### src/rtl/soc_mem_arb_pkg.sv
// Shared constants and types for the two-port on-chip RAM arbiter.
package soc_mem_arb_pkg;

    localparam int NUM_PORTS        = 2;
    localparam int DEF_ADDR_W       = 10;
    localparam int DEF_READ_LATENCY = 1;

    typedef logic port_id_t;

endpackage

### src/rtl/soc_mem_arb_rvalid_pipe.sv
// {valid, port_id} delay line that lines read tags up with RAM read data.
module soc_mem_arb_rvalid_pipe
    import soc_mem_arb_pkg::*;
#(
    parameter int DEPTH = DEF_READ_LATENCY
) (
    input  logic     clk,
    input  logic     reset_n,
    input  logic     in_vld,
    input  port_id_t in_pid,
    output logic     out_vld,
    output port_id_t out_pid
);

    logic     [DEPTH:1] vld_pipe;
    port_id_t [DEPTH:1] pid_pipe;

    // Clearing on reset drops any read still in flight.
    always_ff @(posedge clk or negedge reset_n) begin
        if (!reset_n) begin
            vld_pipe <= '0;
            pid_pipe <= '0;
        end else begin
            for (int i = DEPTH; i > 1; i--) begin
                vld_pipe[i] <= vld_pipe[i-1];
                pid_pipe[i] <= pid_pipe[i-1];
            end
            vld_pipe[1] <= in_vld;
            pid_pipe[1] <= in_pid;
        end
    end

    assign out_vld = vld_pipe[DEPTH];
    assign out_pid = pid_pipe[DEPTH];

endmodule

### src/rtl/soc_onchip_mem_arbiter.sv
// Round-robin, lockable arbiter sharing one single-port RAM between two
// Avalon-MM requesters; read data is steered back by a tag pipeline.
module soc_onchip_mem_arbiter
    import soc_mem_arb_pkg::*;
#(
    parameter int  ADDR_W       = DEF_ADDR_W,
    parameter int  DATA_W       = 32,
    parameter int  READ_LATENCY = DEF_READ_LATENCY,
    localparam int BE_W         = DATA_W / 8
) (
    input  logic              clk,
    input  logic              reset_n,
    input  logic              freeze,
    input  logic [ADDR_W-1:0] s0_address,
    input  logic [BE_W-1:0]   s0_byteenable,
    input  logic              s0_read,
    input  logic              s0_write,
    input  logic [DATA_W-1:0] s0_writedata,
    input  logic              s0_lock,
    output logic              s0_waitrequest,
    output logic [DATA_W-1:0] s0_readdata,
    output logic              s0_readdatavalid,
    input  logic [ADDR_W-1:0] s1_address,
    input  logic [BE_W-1:0]   s1_byteenable,
    input  logic              s1_read,
    input  logic              s1_write,
    input  logic [DATA_W-1:0] s1_writedata,
    input  logic              s1_lock,
    output logic              s1_waitrequest,
    output logic [DATA_W-1:0] s1_readdata,
    output logic              s1_readdatavalid,
    output logic [ADDR_W-1:0] m_address,
    output logic [BE_W-1:0]   m_byteenable,
    output logic              m_chipselect,
    output logic              m_write,
    output logic [DATA_W-1:0] m_writedata,
    output logic              m_clken,
    input  logic [DATA_W-1:0] m_readdata
);

    logic     req0, req1, last_grant, owner_lock;
    logic     gnt_vld, gnt_rd, rsp_vld;
    port_id_t gnt_pid, rsp_pid;

    assign req0       = s0_read | s0_write;
    assign req1       = s1_read | s1_write;
    assign owner_lock = last_grant ? s1_lock : s0_lock;

    // Under contention the previous owner keeps the slot only while locked.
    always_comb begin
        gnt_vld = 1'b0;
        gnt_pid = 1'b0;
        if (reset_n && !freeze) begin
            if (req0 && req1) begin
                gnt_vld = 1'b1;
                gnt_pid = owner_lock ? last_grant : ~last_grant;
            end else if (req0 || req1) begin
                gnt_vld = 1'b1;
                gnt_pid = req1;
            end
        end
    end

    assign gnt_rd = gnt_vld & (gnt_pid ? s1_read : s0_read);

    always_comb begin
        m_chipselect = gnt_vld;
        m_address    = gnt_pid ? s1_address   : s0_address;
        m_writedata  = gnt_pid ? s1_writedata : s0_writedata;
        m_write      = gnt_vld & (gnt_pid ? s1_write : s0_write);
        m_byteenable = gnt_rd ? '1 : (gnt_pid ? s1_byteenable : s0_byteenable);
    end

    // Idle ports see waitrequest low; everything stalls while in reset.
    assign s0_waitrequest = ~reset_n | (req0 & ~(gnt_vld & (gnt_pid == 1'b0)));
    assign s1_waitrequest = ~reset_n | (req1 & ~(gnt_vld & (gnt_pid == 1'b1)));

    always_ff @(posedge clk or negedge reset_n) begin
        if (!reset_n) begin
            last_grant <= 1'b1;
            m_clken    <= 1'b0;
        end else begin
            m_clken <= 1'b1;
            if (gnt_vld) last_grant <= gnt_pid;
        end
    end

    soc_mem_arb_rvalid_pipe #(.DEPTH(READ_LATENCY)) u_rvalid_pipe (
        .clk     (clk),
        .reset_n (reset_n),
        .in_vld  (gnt_rd),
        .in_pid  (gnt_pid),
        .out_vld (rsp_vld),
        .out_pid (rsp_pid)
    );

    assign s0_readdatavalid = rsp_vld & (rsp_pid == 1'b0);
    assign s1_readdatavalid = rsp_vld & (rsp_pid == 1'b1);
    assign s0_readdata      = m_readdata;
    assign s1_readdata      = m_readdata;

endmodule

### config.mk
export PLATFORM = sky130hd
export DESIGN_NAME = soc_onchip_mem_arbiter
export DESIGN_NICKNAME = d
export VERILOG_FILES = /design/src/rtl/soc_mem_arb_pkg.sv /design/src/rtl/soc_mem_arb_rvalid_pipe.sv /design/src/rtl/soc_onchip_mem_arbiter.sv
export SDC_FILE = /design/constraint.sdc
export NUM_CORES = 1
export LEC_CHECK = 0
export ABC_AREA = 1
export BUFFER_PORTS_ARGS = -buffer_cell sky130_fd_sc_hd__buf_2
export CORE_AREA = 2 2 96 98
export CTS_CLUSTER_DIAMETER = 60
export CTS_CLUSTER_SIZE = 24
export DETAILED_ROUTE_END_ITERATION = 8
export DIE_AREA = 0 0 98 100
export GPL_TIMING_DRIVEN = 1
export PLACE_DENSITY = 0.61
export RECOVER_POWER = 25
export SKIP_CTS_REPAIR_TIMING = 1
export SYNTH_ARGS = -nofsm -noshare
export SYNTH_HDL_FRONTEND = slang
export SYNTH_SLANG_ARGS = --single-unit
export TNS_END_PERCENT = 1
### constraint.sdc
create_clock -name clk -period 1.5 [get_ports clk]
set_input_delay 0.225 -clock clk [delete_from_list [all_inputs] [get_ports clk]]
set_output_delay 0.225 -clock clk [all_outputs]
set_load 0.05 [all_outputs]
# Yosys cells after proc, flatten, opt, wreduce, memory -nomap -nowiden
# Cells that the tools add are included.
classes:
  bitwise_logic: 18
  n_reduce_logical: 4
  mux: 14
ops:
  columns: ["op", "n"]
  rows:
  - ["$mux 32", 1]
  - ["$mux 1", 10]
  - ["$mux 10", 1]
  - ["$and 1x1->1", 8]
  - ["$mux 4", 2]
  - ["$not 1->1", 6]
  - ["$or 1x1->1", 4]
  - ["$logic_and 1x1->1", 2]
  - ["$logic_not 1->1", 1]
  - ["$logic_or 1x1->1", 1]
word_totals:
  input_bits: 133
  regBits: 4
  out_inout_bits: 117
  word_cells: 40

# Longest topological paths before layout
depth:
  ltp_word: 10
  depth_mapped: 8
  depth_no_buf: 7

# By module
# From an unflattened synthesis, not the netlist that was laid out.
hier_totals:
  hier_cells: 258
  hier_area_um2: 1363.8
by_module_without_submodules:
  columns: ["mod", "area_per_inst_um2", "seq_area_each_um2", "instances", "cells_each"]
  rows:
  - ["soc_onchip_mem_arbiter", 1313.8, 51.3, 1, 256]
  - ["soc_mem_arb_rvalid_pipe", 50.0, 50.0, 1, 2]

# Worst setup path before layout
# No wires, ideal clock.
synth_timing:
  kind: "input-to-output"
  start: "in freeze"
  end: "out m_write"
  path_buffers: 0
  setup_slack_ns: -0.906
  cell_stages: 5
  required_ns: 1.275
  arrival_time_ns: 2.181
  cell_sequence: "inv_1 -> nand2_1 -> a21oi_1 -> nand2_1 -> o21ai_1"
synth_via:
  word_cells_on_any_way: 6
  classes_between: "mux: 3; bitwise: 1; reduce/logical: 2"
synth_lines:
  columns: ["item", "line_no", "source"]
  rows:
  - ["start: declaration", "soc_onchip_mem_arbiter.sv:13", "input logic freeze,"]
  - ["$logic_not 1->1", "soc_onchip_mem_arbiter.sv:53", "if (reset_n && !freeze) begin"]
  - ["$logic_and 1x1->1", "soc_onchip_mem_arbiter.sv:53", null]
  - ["$mux 1", "soc_onchip_mem_arbiter.sv:53", null]
  - ["named net m_chipselect", "soc_onchip_mem_arbiter.sv:34", "output logic m_chipselect,"]
  - ["$and 1x1->1", "soc_onchip_mem_arbiter.sv:70", "m_write = gnt_vld & (gnt_pid ? s1_write : s0_write);"]
  - ["end: declaration", "soc_onchip_mem_arbiter.sv:35", "output logic m_write,"]
# The timed path passes the listed nets, and every way through them passes these cells.

# Worst setup path after layout
layout_timing:
  start: "reg last_grant"
  end: "out m_writedata[17]"
layout_via:
  elab_chain_len: 5
  word_cells_on_any_way: 6
  classes_between: "mux: 5; bitwise: 1"
layout_rtl:
  columns: ["item", "line_no", "source"]
  rows:
  - ["start: declaration", "soc_onchip_mem_arbiter.sv:41", "logic req0, req1, last_grant, owner_lock;"]
  - ["start signal: assignment", "soc_onchip_mem_arbiter.sv:84", "if (gnt_vld) last_grant <= gnt_pid;"]
  - ["$mux 1 or $not 1->1 (tied branches)", "soc_onchip_mem_arbiter.sv:47, soc_onchip_mem_arbiter.sv:56", null]
  - ["$mux 1 *", "soc_onchip_mem_arbiter.sv:56", "gnt_pid = owner_lock ? last_grant : ~last_grant;"]
  - ["$mux 1 *", "soc_onchip_mem_arbiter.sv:54", "if (req0 && req1) begin"]
  - ["$mux 1 *", "soc_onchip_mem_arbiter.sv:53", null]
  - ["$mux 32 *", "soc_onchip_mem_arbiter.sv:69", "m_writedata = gnt_pid ? s1_writedata : s0_writedata;"]
  - ["end: declaration", "soc_onchip_mem_arbiter.sv:36", "output logic [DATA_W-1:0] m_writedata,"]
# Mark *: on every way between the ends. The rest lies on a longest branch, timed or not.

==> results.cfg <==
[die]
start_util_pct = 15.3
die-width_um = 98
die_h_um = 100
ios = 250
rows = 35
coreArea_mm2 = 0.00889
die-area_mm2 = 0.00980

[sta]
period_minus_slack_ns = 1.90
fin_skew_ns = 0.00168
hold_viol = 0
rsz0062_at_grt = true
setup_viol = 49
slew_violations = 0
fmax_mhz = 528
setup_ws_ns = -0.396
fin_crit_sh_pct = 126

[finish]
final_cell_mix = 104 x buf_2, 82 x nand2_1, 61 x nand2_2, 47 x buf_6, 13 x inv_1
stdcell_area_mm2 = 0.00261
drive_gt1_share_pct = 69.7
stdcell_count = 474
nets = 497
area_growth_pct = 91.5
final_util_pct = 29.4
fill_cells = 960
mostFrequentLayoutCell = buf_2
diodes = 0

[clocking]
clkTransAtPathRegs_ns = 0.04
clockBufferDepth = 2
h-tree-depth = 1
cts_sinks = 4
clock-root-buffer = clkbuf_8
clock_latency_ns = 0.22
numCtsBuffers = 3
cts_tree = done

[setup_path]
crit_required_ns = 1.27
reg2regPathDepth = 7
ff2ff_setup_slack_ns = 0.20
path_max_fanout = 8
rr_startpoint = last_grant
worst_setup_path_end_kind = primary output
critPathLaunchType = flop
worst-setup-path-type = reg2out
cp_data_arrival_time_ns = 1.67
r2r-end = u_rvalid_pipe.out_vld

[synthesis]
synth_top_family_by_area = simple AND/OR/NAND/NOR gates
synthXorXnorAreaFrac_pct = 0
synth.distinct_cells = 18
synth_area_mm2 = 0.00136
synth_fa_ha_area_share_pct = 0
yosysSeqAreaShare_pct = 7.43
ys_ff_latch = 4
synth_compound_area_share_pct = 1.47
synth_area_leaders = nand2_1 40%, buf_4 35%, dfrtp_1 5.5%, inv_1 3.9%, nand3_1 2.9%
synthCells = 258
synth_fp_nets = 391
synth_warnings = 0
synthMuxAreaShare_pct = 0
syn_avg_cell_area_um2 = 5.29
synthSimpleGateAreaFrac_pct = 46.8
synth_top_area_cell = nand2_1
synth_top_area_share_pct = 39.9

[power_and_ir_drop]
power.share.sequential_pct = 7.6
p_comb_share_pct = 77.4
powerDensity_mw_per_mm2 = 645
p_leak_nw = 1.51
p_clk_share_pct = 15.0
internal_power_w = 0.000815
vdd_drop_max_v = 0.000206
swShare_pct = 51.6
p_switching_w = 0.000868

[placement]
place_ws_ns = -0.229
dp_cells = 463
placed_area_mm2 = 0.00201
portBuffers = 153
dp_hpwl_mm = 4.11
gp_congestion = 0.782

[global_routing]
track_usage_pct = 8.88
grt_max_degree = 34
first_global_vias = 1660
overflow = 0
grt_pass1_wl_mm = 7.29
antenna_found_initial = 0

[run]
timing.max_cap.violations = 0

[routing]
drt_wl_total_mm = 5.91
antenna_left = 0
via_per_inst = 3.95
first_pass_iters = 4
vias = 1872
drt_iter0_drc = 44
drc_errors = 0
avgRoutedWirePerCell_um = 12.5

[min_path]
min_path_type = in2async

[run_status]
status = complete, but fails checks
violations = setup timing
[power groups by stage]
stage	logic [W]	clock network, W	registers, W
2_1_floorplan	0.00117	0	0.000133
3_3_place_gp	0.00102	0	0.000128
3_5_place_dp	0.00103	0	0.000129
4_1_cts	0.00103	0.000252	0.000127
5_1_grt	0.00138	0.000259	0.000128
6_report	0.00130	0.000252	0.000127
[synth_stat cells, drive strengths merged]
cell type and number:
o21ai 3, buf 73, nand2 146, nor2 4, dfstp 1, nand3 10
dfrtp 3, a21oi 1, inv 16, conb 1
[per-stage QoR]
step                      TNS (ns)  total power (W)  hold WS [ns]
final                       -17.49          0.00168         0.168
after detailed placement     -9.70          0.00116         0.144
after floorplan              -2.87          0.00130       -0.0706
after CTS                   -21.27          0.00141       -0.0894
after global routing        -20.93          0.00177         0.203
after global placement       -7.76          0.00114         0.139
[cell type report]
cell class,instances,area [um^2],area share [%]
timing repair buffer,174,1350,51.8
inverter,16,72.6,2.78
clock buffer,4,45.0,1.72
tap,111,139,5.32
multi-input combinational,165,900,34.5
sequential,4,101,3.88
[worst max-delay path, stage by stage (launching register included)]
cell       delay (ns)
dfstp_2          0.53
inv_2            0.04
nand2_2          0.07
nand3_4          0.09
nand2_8          0.15
clkinv_8         0.10
clkbuf_16        0.18
nand2_1          0.07
nand2_2          0.05
buf_6            0.15
[registers in the layout (all words and copies together) (netlist names)]
signal and cells:
last_grant 1, m_clken 1, u_rvalid_pipe.out_vld 1, u_rvalid_pipe.out_pid 1
[how the worst max path moves through the flow]
stage	slack, ns	start	cells past startpoint	end
after floorplan	-0.11	last_grant	7	m_write
after global placement	-0.19	last_grant	8	m_write
after detailed placement	-0.23	last_grant	8	m_write
after CTS	-0.46	last_grant	8	m_address[3]
after global routing	-0.46	last_grant	9	m_writedata[17]
final	-0.40	last_grant	9	m_writedata[17]
[cell families after synthesis]
family	after synthesis
AND/OR/NAND/NOR	160
buffers and inverters	89
AO/OA/AOI/OAI	4
flip-flops	4
other	1
[per-layer routing]
metal	GRT usage (%)	share of wire (%)	vias up	wire length [um]
met3	2.44	8.8	33	523
met5	0	0	-	0
met4	4.06	3.1	0	183
met1	9.66	34	831	2030
li1	-	-	910	-
met2	16.1	54	98	3180
Power figures use the tool's default switching activity.
